==> config.mk <==
export PLATFORM = sky130hd
export DESIGN_NAME = deshift
export DESIGN_NICKNAME = d
export VERILOG_FILES = /design/src/rtl/deshift.sv
export SDC_FILE = /design/constraint.sdc
export NUM_CORES = 1
export LEC_CHECK = 0
export ABC_AREA = 1
export CELL_PAD_IN_SITES_DETAIL_PLACEMENT = 2
export CELL_PAD_IN_SITES_GLOBAL_PLACEMENT = 2
export CORE_MARGIN = 3
export CORE_UTILIZATION = 33
export CTS_BUF_LIST = sky130_fd_sc_hd__clkbuf_4
export DETAILED_ROUTE_END_ITERATION = 10
export PLACE_DENSITY_LB_ADDON = 0.1
export SLEW_MARGIN = 20
export SYNTH_ARGS = -nofsm -noshare
export SYNTH_HDL_FRONTEND = slang
export SYNTH_SLANG_ARGS = --single-unit
==> constraint.sdc <==
create_clock -name clk -period 5.1 [get_ports clk]
set_input_delay 1.275 -clock clk [delete_from_list [all_inputs] [get_ports clk]]
set_output_delay 1.275 -clock clk [all_outputs]
set_load 0.05 [all_outputs]
==> src/rtl/deshift.sv <==
// deshift: serial-to-parallel capture stage.
// Samples an MSB-first serial stream framed by the upstream load strobe,
// rebuilds a WIDTH-bit word and offers it on a valid/ready output register.
// Sticky overrun flag when a finished word finds the output still occupied.
// Optional feature macro: DESHIFT_DONE_CHK_EN
//   defined   -> adds a one-cycle CHECK state that samples done_in, and
//                flags framing errors (missing done at CHECK, early done in SHIFT)
//   undefined -> no CHECK state, done_in ignored, ferr tied low
module deshift #(
  parameter int WIDTH = 32
) (
  input  logic             clk,
  input  logic             rst_n,
  input  logic             start,
  input  logic             sin,
  input  logic             done_in,
  output logic [WIDTH-1:0] dout,
  output logic             dvalid,
  input  logic             dready,
  output logic             busy,
  output logic             ovr,
  output logic             ferr
);

  localparam int            CW       = $clog2(WIDTH);
  localparam logic [CW-1:0] LAST_CNT = CW'(WIDTH - 1);

  typedef enum logic [1:0] {
    ST_IDLE  = 2'd0,
    ST_SHIFT = 2'd1,
    ST_CHECK = 2'd2
  } state_t;

  state_t           state_q, state_d;
  logic [CW-1:0]    cnt_q, cnt_d;
  logic [WIDTH-1:0] cap_q, cap_d;
  logic [WIDTH-1:0] dout_q, dout_d;
  logic             dvalid_q, dvalid_d;
  logic             busy_q, busy_d;
  logic             ovr_q, ovr_d;
  logic             ferr_q, ferr_d;

  logic [WIDTH-1:0] shift_s;
  logic [WIDTH-1:0] word_s;
  logic             deliver_s;
  logic             last_s;

  assign shift_s = {cap_q[WIDTH-2:0], sin};
  assign last_s  = (cnt_q == LAST_CNT);

`ifndef DESHIFT_DONE_CHK_EN
  // done_in has no consumer when the framing check is compiled out.
  logic unused_done_s;
  assign unused_done_s = done_in;
`endif

  // Next-state logic: framing FSM, capture shifter, delivery and sticky flags.
  always_comb begin
    state_d   = state_q;
    cnt_d     = cnt_q;
    cap_d     = cap_q;
    dout_d    = dout_q;
    dvalid_d  = dvalid_q;
    ovr_d     = ovr_q;
    ferr_d    = ferr_q;
    word_s    = cap_q;
    deliver_s = 1'b0;

    case (state_q)
      ST_IDLE: begin
        if (start) begin
          state_d = ST_SHIFT;
          cnt_d   = {CW{1'b0}};
          cap_d   = {WIDTH{1'b0}};
        end else begin
          state_d = ST_IDLE;
        end
      end

      ST_SHIFT: begin
`ifdef DESHIFT_DONE_CHK_EN
        // Upstream must not claim done while bits are still arriving.
        if (done_in) begin
          ferr_d = 1'b1;
        end else begin
          ferr_d = ferr_q;
        end
        // A restart strobe always wins here; the word would otherwise
        // swallow the first bit of the next frame during CHECK.
        if (start) begin
          cnt_d = {CW{1'b0}};
          cap_d = {WIDTH{1'b0}};
        end else if (last_s) begin
          cap_d   = shift_s;
          cnt_d   = {CW{1'b0}};
          state_d = ST_CHECK;
        end else begin
          cap_d = shift_s;
          cnt_d = cnt_q + {{(CW-1){1'b0}}, 1'b1};
        end
`else
        if (last_s) begin
          // Final sample: hand the word over; a simultaneous start chains
          // straight into the next frame.
          cap_d     = {WIDTH{1'b0}};
          word_s    = shift_s;
          deliver_s = 1'b1;
          cnt_d     = {CW{1'b0}};
          if (start) begin
            state_d = ST_SHIFT;
          end else begin
            state_d = ST_IDLE;
          end
        end else if (start) begin
          cnt_d = {CW{1'b0}};
          cap_d = {WIDTH{1'b0}};
        end else begin
          cap_d = shift_s;
          cnt_d = cnt_q + {{(CW-1){1'b0}}, 1'b1};
        end
`endif
      end

`ifdef DESHIFT_DONE_CHK_EN
      ST_CHECK: begin
        // done_in must coincide with this single check cycle.
        if (!done_in) begin
          ferr_d = 1'b1;
        end else begin
          ferr_d = ferr_q;
        end
        word_s    = cap_q;
        deliver_s = 1'b1;
        cnt_d     = {CW{1'b0}};
        cap_d     = {WIDTH{1'b0}};
        if (start) begin
          state_d = ST_SHIFT;
        end else begin
          state_d = ST_IDLE;
        end
      end
`endif

      default: begin
        state_d = ST_IDLE;
        cnt_d   = {CW{1'b0}};
      end
    endcase

    // Output register: accept a new word only if the slot is free or drains now.
    if (deliver_s) begin
      if (!dvalid_q || dready) begin
        dout_d   = word_s;
        dvalid_d = 1'b1;
      end else begin
        ovr_d = 1'b1;
      end
    end else if (dvalid_q && dready) begin
      dvalid_d = 1'b0;
    end else begin
      dvalid_d = dvalid_q;
    end

`ifndef DESHIFT_DONE_CHK_EN
    ferr_d = 1'b0;
`endif

    busy_d = (state_d != ST_IDLE);
  end

  // State registers with synchronous active-low reset.
  always_ff @(posedge clk) begin
    if (!rst_n) begin
      state_q  <= ST_IDLE;
      cnt_q    <= {CW{1'b0}};
      cap_q    <= {WIDTH{1'b0}};
      dout_q   <= {WIDTH{1'b0}};
      dvalid_q <= 1'b0;
      busy_q   <= 1'b0;
      ovr_q    <= 1'b0;
      ferr_q   <= 1'b0;
    end else begin
      state_q  <= state_d;
      cnt_q    <= cnt_d;
      cap_q    <= cap_d;
      dout_q   <= dout_d;
      dvalid_q <= dvalid_d;
      busy_q   <= busy_d;
      ovr_q    <= ovr_d;
      ferr_q   <= ferr_d;
    end
  end

  assign dout   = dout_q;
  assign dvalid = dvalid_q;
  assign busy   = busy_q;
  assign ovr    = ovr_q;
  assign ferr   = ferr_q;

endmodule

# [Word-level counts from Yosys, hierarchy flattened]
# Cells that the tools add are included.
[totals] output_inout_bits=36 elab_cells=42 ff_bits=74 input_bits=6
[op_classes] eq_ne=4 bitwise_logic=1 add_sub_neg=1 mux=18 n_reduce_logical=11
[ops] cell="$mux 32" count=5
[ops] cell="$pmux 32 s2" count=1
[ops] cell="$mux 5" count=3
[ops] cell="$pmux 5 s2" count=1
[ops] cell="$reduce_and 2->1" count=4
[ops] cell="$mux 1" count=6
[ops] cell="$reduce_bool 2->1" count=3
[ops] cell="$add 5x1->5 const B" count=1
[ops] cell="$eq 5x5->1 const B" count=1
[ops] cell="$pmux 2 s2" count=1
[ops] cell="$eq 2x1->1 const B" count=1
[ops] cell="$logic_not 2->1" count=1
[ops] cell="$mux 2" count=1
[ops] cell="$ne 2x1->1 const B" count=1
[ops] cell="$ne 2x2->1 const B" count=1
[ops] cell="$logic_and 1x1->1" count=1
[ops] cell="$logic_not 1->1" count=1
[ops] cell="$logic_or 1x1->1" count=1
[ops] cell="$not 1->1" count=1

# [Depth between registers and ports, before layout]
# Gate-level depths: netlist (run 1).
[depth] ltp_word=5 ltp_mapped=10 ltp_nobuf=9

# [Worst setup path before layout (run 1)]
# OpenSTA, ideal clock, no wires.
[synth_path] path_kind="input port to flip-flop" startpoint="input port rst_n" endpoint="register cap_q[16]" t_arrival_ns=1.969 setup_slack_ns=2.999 cell_stages=5 required_time_ns=4.968 setup_ns=0.132 path_buffers=3 path_cell_list="buf_2 -> inv_1 -> buf_2 -> clkbuf_1 -> a21oi_1"
[synth_rtl] item="from (decl)" line="13" source="input logic rst_n,"
[synth_rtl] item="to (signal assigned)" line="176" source="cap_q <= {WIDTH{1'b0}};"
[synth_rtl] item="to (signal assigned)" line="185" source="cap_q <= cap_d;"
[synth_rtl] item="to (decl)" line="36" source="logic [WIDTH-1:0] cap_q, cap_d;"
# No word-level cell between the ends.

# [Worst setup path in the final report (run 1)]
[layout_path] startpoint="register dout_q[30] (netlist: dout[30])" endpoint="output port dout[30]"
[layout_rtl] item="from (decl)" line="37" source="logic [WIDTH-1:0] dout_q, dout_d;"
[layout_rtl] item="from (signal assigned)" line="177" source="dout_q <= {WIDTH{1'b0}};"
[layout_rtl] item="from (signal assigned)" line="186" source="dout_q <= dout_d;"
[layout_rtl] item="to (decl)" line="17" source="output logic [WIDTH-1:0] dout,"
# No word-level cell between the ends.

==> results of run 1 <==
-- layer usage --
layer	GRT usage	share of wire	up-vias
met3	0.0300	0.022	9
met4	0.0536	0.015	0
met2	0.292	0.52	28
li1	-	-	1262
met1	0.191	0.44	1236
met5	0	0	-
-- layout make-up --
class                           count  area (µm²)
Clock buffer                       10        75.1
Clock inverter                      5         105
Fill cell                         984        4820
Inverter                           41         154
Multi-Input combinational cell    264        1100
Sequential cell                    73        1460
Tap cell                          105         131
Timing Repair Buffer               42         413
-- logic make-up (layout without fill, tap and decap cells) --
| family | after synthesis | count (layout) | share of synthesized area |
|---|---|---|---|
| AOI/OAI and AO/OA | 41 | 41 | 0.0733 |
| and+or+nand+nor | 219 | 219 | 0.304 |
| buffers and inverters | 62 | 98 | 0.0933 |
| other | 1 | 2 | 0.00133 |
| DFF | 73 | 73 | 0.519 |
| adders and majority gates | 2 | 2 | 0.00889 |
-- worst reg2reg max path: stages, from the launching register on --
cell and delay (ns):
dfxtp_1 0.37, ha_1 0.22, nand2_1 0.09, nor2_1 0.05, ha_1 0.21, inv_1 0.09
nand2_1 0.08, nor2_4 0.66, nand2_1 0.18, a21oi_1 0.20
-- path summary, 6_finish.rpt --
| check | startpoint | endpoint | slack, ns | depth (start not counted) |
|---|---|---|---|---|
| min | cap_q[5] | cap_q[6] | 0.48 | 2 |
| max reg2reg | cnt_q[0] | cap_q[14] | 2.87 | 9 |
| max | dout[30] | dout[30] | 2.24 | 1 |
| min reg2reg | cap_q[5] | cap_q[6] | 0.48 | 2 |
-- flip-flops by register name, summed over array words and instances, names as in the netlist --
signal   count
dvalid       1
busy         1
cap_q       31
cnt_q        5
ovr          1
dout        32
state_q      2
-- metrics by stage --
step	worst slack (ns)	hold slack, ns
global route	2.15	0.518
detailed placement	1.98	0.470
CTS	2.18	0.479
global placement	2.01	0.456
finish	2.24	0.477
floorplan	3.00	0.444
-- power by group through the flow --
stage	Clock [mW]	Sequential (mW)	Combinational, mW
final	0.460	0.573	0.0350
after global routing	0.500	0.574	0.0397
after CTS	0.474	0.573	0.0360
after detailed placement	0	0.586	0.0356
after global placement	0	0.586	0.0349
after floorplan	0	0.587	0.0234
-- layout by cell type (no fill, tap or decap), drive strengths merged --
cell type	n
buf	3
clkbuf	10
nand3	3
o21ai	3
dfxtp	73
bufinv	3
a31oi	1
nand4	5
a21oi	37
nor3	2
ha	2
inv	41
nor2	73
clkinvlp	2
nand2	136
clkdlybuf4s50	39
conb	2
==> flow_summary.json, run 1 <==
{
  "drc": 0,
  "start_util": 0.341,
  "switching_share": 0.222,
  "synthTopCellsByCount": "136 x nand2_1, 73 x dfxtp_1, 71 x nor2_1",
  "rows": 33,
  "worst-path-buf-inv": 1,
  "crit_type": "flip-flop to primary output",
  "yosysWarnings": 0,
  "cts_setup_buffers": 0,
  "synth-seq-area-share": 0.519,
  "async_reset_ff_frac": 0,
  "dp.cells": 525,
  "setup_viol": 0,
  "synth.avg_cell_area_um2": 7.07,
  "critPathArrivalTime_ns": 1.58,
  "initialDrtViolationCount": 76,
  "die_area_um2": 9670,
  "fin_util": 0.416,
  "p_switching_mw": 0.237,
  "antenna_found_initial": 0,
  "cts.root.buffer_cell": "clkbuf_4",
  "total_power_mw": 1.07,
  "clk_pin_slew_ns": 0.13,
  "internal-power_mw": 0.831,
  "dieWidth_um": 98.4,
  "port_buffers": 39,
  "grt_usage": 0.161,
  "relSlewSlack": 0.436,
  "min_period_ns": 2.86,
  "clock.fmax_ghz": 0.350,
  "cp_slowest_cell": "clkdlybuf4s50_1",
  "detail-route-antenna-nets": 0,
  "viasPerCell": 4.69,
  "routed_wl_um": 7280,
  "cts_buffers": 9,
  "syn_area_um2": 2820,
  "avgRoutedWirePerCell_um": 13.5,
  "syn_inst": 398,
  "die_h_um": 98.4,
  "critPathMaxStageDelay_ns": 0.81,
  "core_um2": 8260,
  "synth_cell_type_count": 19,
  "place_congestion": 0.675,
  "ctsResizeCount": 0,
  "p_clk_frac": 0.431,
  "worstPathCellList": "clkdlybuf4s50_1",
  "synth_area_leader_cell": "dfxtp_1",
  "htreeDepth": 3,
  "fin_area_um2": 3440,
  "maxCapViolations": 0,
  "layout.nets": 439,
  "crit_fanout": 2,
  "cellLeakagePower_nw": 1.34,
  "synth_edf_count": 0,
  "fin_crit_sh": 0.560,
  "synth.most_common_cell": "nand2_1",
  "grt_pass1_vias": 2708,
  "powerDensity_nw_per_um2": 311,
  "vias": 2535,
  "ios": 42,
  "vdd_drop_max_v": 0.000108,
  "p_comb_frac": 0.033,
  "pwr-share-seq": 0.537,
  "grt_overflow_total": 0,
  "drive_above_1_share": 0.0552,
  "worst_slew_pin_slew_ns": 0.844,
  "first_pass_iters": 4,
  "rsz0062_at_grt": "false",
  "placed_area_um2": 3260,
  "finalNonFillerCells": 540,
  "cp-end-kind": "primary output",
  "cts_tree": "yes",
  "clock-sinks": 73,
  "hpwl_um": 4610,
  "startpoint_type": "flip-flop",
  "grt_pass1_wl_um": 12800,
  "clk_path_buf_depth": 2,
  "ys_ff_latch": 73,
  "grt_max_degree": 38,
  "finalHoldViolations": 0,
  "synth_top_area_share": 0.519,
  "clkLatencyLatePin_ns": 0.41,
  "yosys-top-cells-area": "dfxtp_1 52%, nand2_1 18%, nor2_1 9.5%",
  "crit_family": "buffers and inverters",
  "cts_hold_buf": 0,
  "status": "completed",
  "skew_ns": 0.0197,
  "hold_path.class": "flip-flop to flip-flop",
  "setup_tns_ns": 0,
  "maxSlewViolCount": 0,
  "critPathRequiredTime_ns": 3.83,
  "synth_ff_type": "dfxtp_1",
  "n_antenna_cell": 0,
  "areaGrowthSynthToFinish_pct": 22.1
}
No activity file was read; power rests on OpenSTA's default activity.
==> run 2: changes to the inputs <==
- CORE_UTILIZATION: 33 -> 31
- clock period: 5.1 -> 2.72 ns (I/O delays scaled with it)
==> flow_summary.json, run 2 (synthesized netlist as in run 1, its figures left out) <==
{
  "antenna_found_initial": 0,
  "rsz0062_at_grt": "false",
  "vdd_drop_max_v": 0.000226,
  "critPathMaxStageDelay_ns": 0.81,
  "critPathArrivalTime_ns": 1.59,
  "critPathRequiredTime_ns": 2.04,
  "setup_tns_ns": 0,
  "dp.cells": 533,
  "layout.nets": 444,
  "relSlewSlack": 0.659,
  "dieWidth_um": 101,
  "seq_area_um2": 1460,
  "clkLatencyLatePin_ns": 0.41,
  "port_buffers": 39,
  "min_path_cells": 2,
  "die_h_um": 101,
  "fin_crit_sh": 0.835,
  "htreeDepth": 3,
  "powerDensity_nw_per_um2": 554,
  "vias": 2534,
  "routed_wl_um": 6970,
  "maxSlewViolCount": 0,
  "start_util": 0.321,
  "drive_above_1_share": 0.0636,
  "reg2reg_depth": 10,
  "final_cell_mix": "136 x nand2_1, 73 x dfxtp_1, 71 x nor2_1",
  "grt_pass1_vias": 2740,
  "finalHoldViolations": 0,
  "clock-sinks": 73,
  "crit_fanout": 3,
  "cp-end-kind": "primary output",
  "status": "completed",
  "place_congestion": 0.715,
  "n_antenna_cell": 0,
  "cts.root.buffer_cell": "clkbuf_4",
  "finalNonFillerCells": 548,
  "die_area_um2": 10300,
  "cellLeakagePower_nw": 1.36,
  "rows": 34,
  "initialDrtViolationCount": 60,
  "maxCapViolations": 0,
  "worst_slew_pin_slew_ns": 0.510,
  "drc": 0,
  "grt_max_degree": 36,
  "clk_pin_slew_ns": 0.13,
  "detail-route-antenna-nets": 0,
  "startpoint_type": "flip-flop",
  "first_pass_iters": 2,
  "clk_path_buf_depth": 2,
  "setup_viol": 0,
  "worstPathCellList": "clkdlybuf4s50_1",
  "grt_overflow_total": 0,
  "final_common_cell": "nand2_1",
  "skew_ns": 0.0208,
  "ios": 42,
  "grt_pass1_wl_um": 12400,
  "areaGrowthSynthToFinish_pct": 22.8,
  "cts_setup_buffers": 0,
  "fillCellCount": 1069,
  "clock.fmax_ghz": 0.440,
  "worst-path-buf-inv": 1,
  "cts_hold_buf": 0,
  "crit_type": "flip-flop to primary output",
  "largest_register_ffs": 32,
  "cts_buffers": 9,
  "ctsResizeCount": 0,
  "hpwl_um": 4760,
  "cp_slowest_cell": "clkdlybuf4s50_1",
  "multi_input_area_um2": 1100,
  "grt_usage": 0.151,
  "core_um2": 8760,
  "avgRoutedWirePerCell_um": 12.7,
  "crit_family": "buffers and inverters",
  "cp.depth": 1,
  "min_period_ns": 2.27,
  "hold_path.class": "flip-flop to flip-flop",
  "viasPerCell": 4.62,
  "cts_tree": "yes"
}
[run 2: layout make-up]
cell class | count | area share
Inverter | 41 | 0.0445
Clock inverter | 5 | 0.0235
Tap cell | 108 | 0.0391
Timing Repair Buffer | 47 | 0.130
Sequential cell | 73 | 0.423
Clock buffer | 10 | 0.0217
Multi-Input combinational cell | 264 | 0.318
[run 2: metal layers]
| metal | GRT usage | up-vias | share of wire |
|---|---|---|---|
| met3 | 0.0255 | 8 | 0.025 |
| met1 | 0.175 | 1222 | 0.45 |
| met2 | 0.274 | 27 | 0.51 |
| met5 | 0 | - | 0 |
| met4 | 0.0583 | 0 | 0.013 |
| li1 | - | 1277 | - |
[run 2: path summary, 6_finish.rpt]
path / from / endpoint / slack (ns)
max: dvalid / dvalid / 0.45
min: cap_q[0] / cap_q[1] / 0.47
max reg2reg: cnt_q[0] / dout[31] / 0.76
min reg2reg: cap_q[0] / cap_q[1] / 0.47
[run 2: through the flow]
| stage | power [mW] | utilization | worst slack, ns | hold slack, ns | area, µm² |
|---|---|---|---|---|---|
| final | 1.92 | 0.394 | 0.448 | 0.469 | 3460 |
| after detailed placement | 1.17 | 0.376 | 0.574 | 0.473 | 3300 |
| after floorplan | 1.14 | - | 1.12 | 0.444 | 2820 |
| after global routing | 2.00 | 0.394 | 0.368 | 0.519 | 3460 |
| after CTS | 1.95 | 0.394 | 0.404 | 0.473 | 3460 |
| after global placement | 1.17 | 0.376 | 0.657 | 0.457 | 3300 |
[run 2: report_power, final]
| part | internal (mW) | total [mW] | switching (mW) |
|---|---|---|---|
| Clock | 0.379 | 0.774 | 0.395 |
| Sequential | 1.07 | 1.07 | 0.00295 |
| Combinational | 0.0172 | 0.0665 | 0.0492 |
| Total | 1.47 | 1.92 | 0.448 |
[run 2: worst min-delay path, stage by stage, from the launching register on]
cell	delay, ns
dfxtp_1	0.34
nand2_1	0.07
a21oi_1	0.05
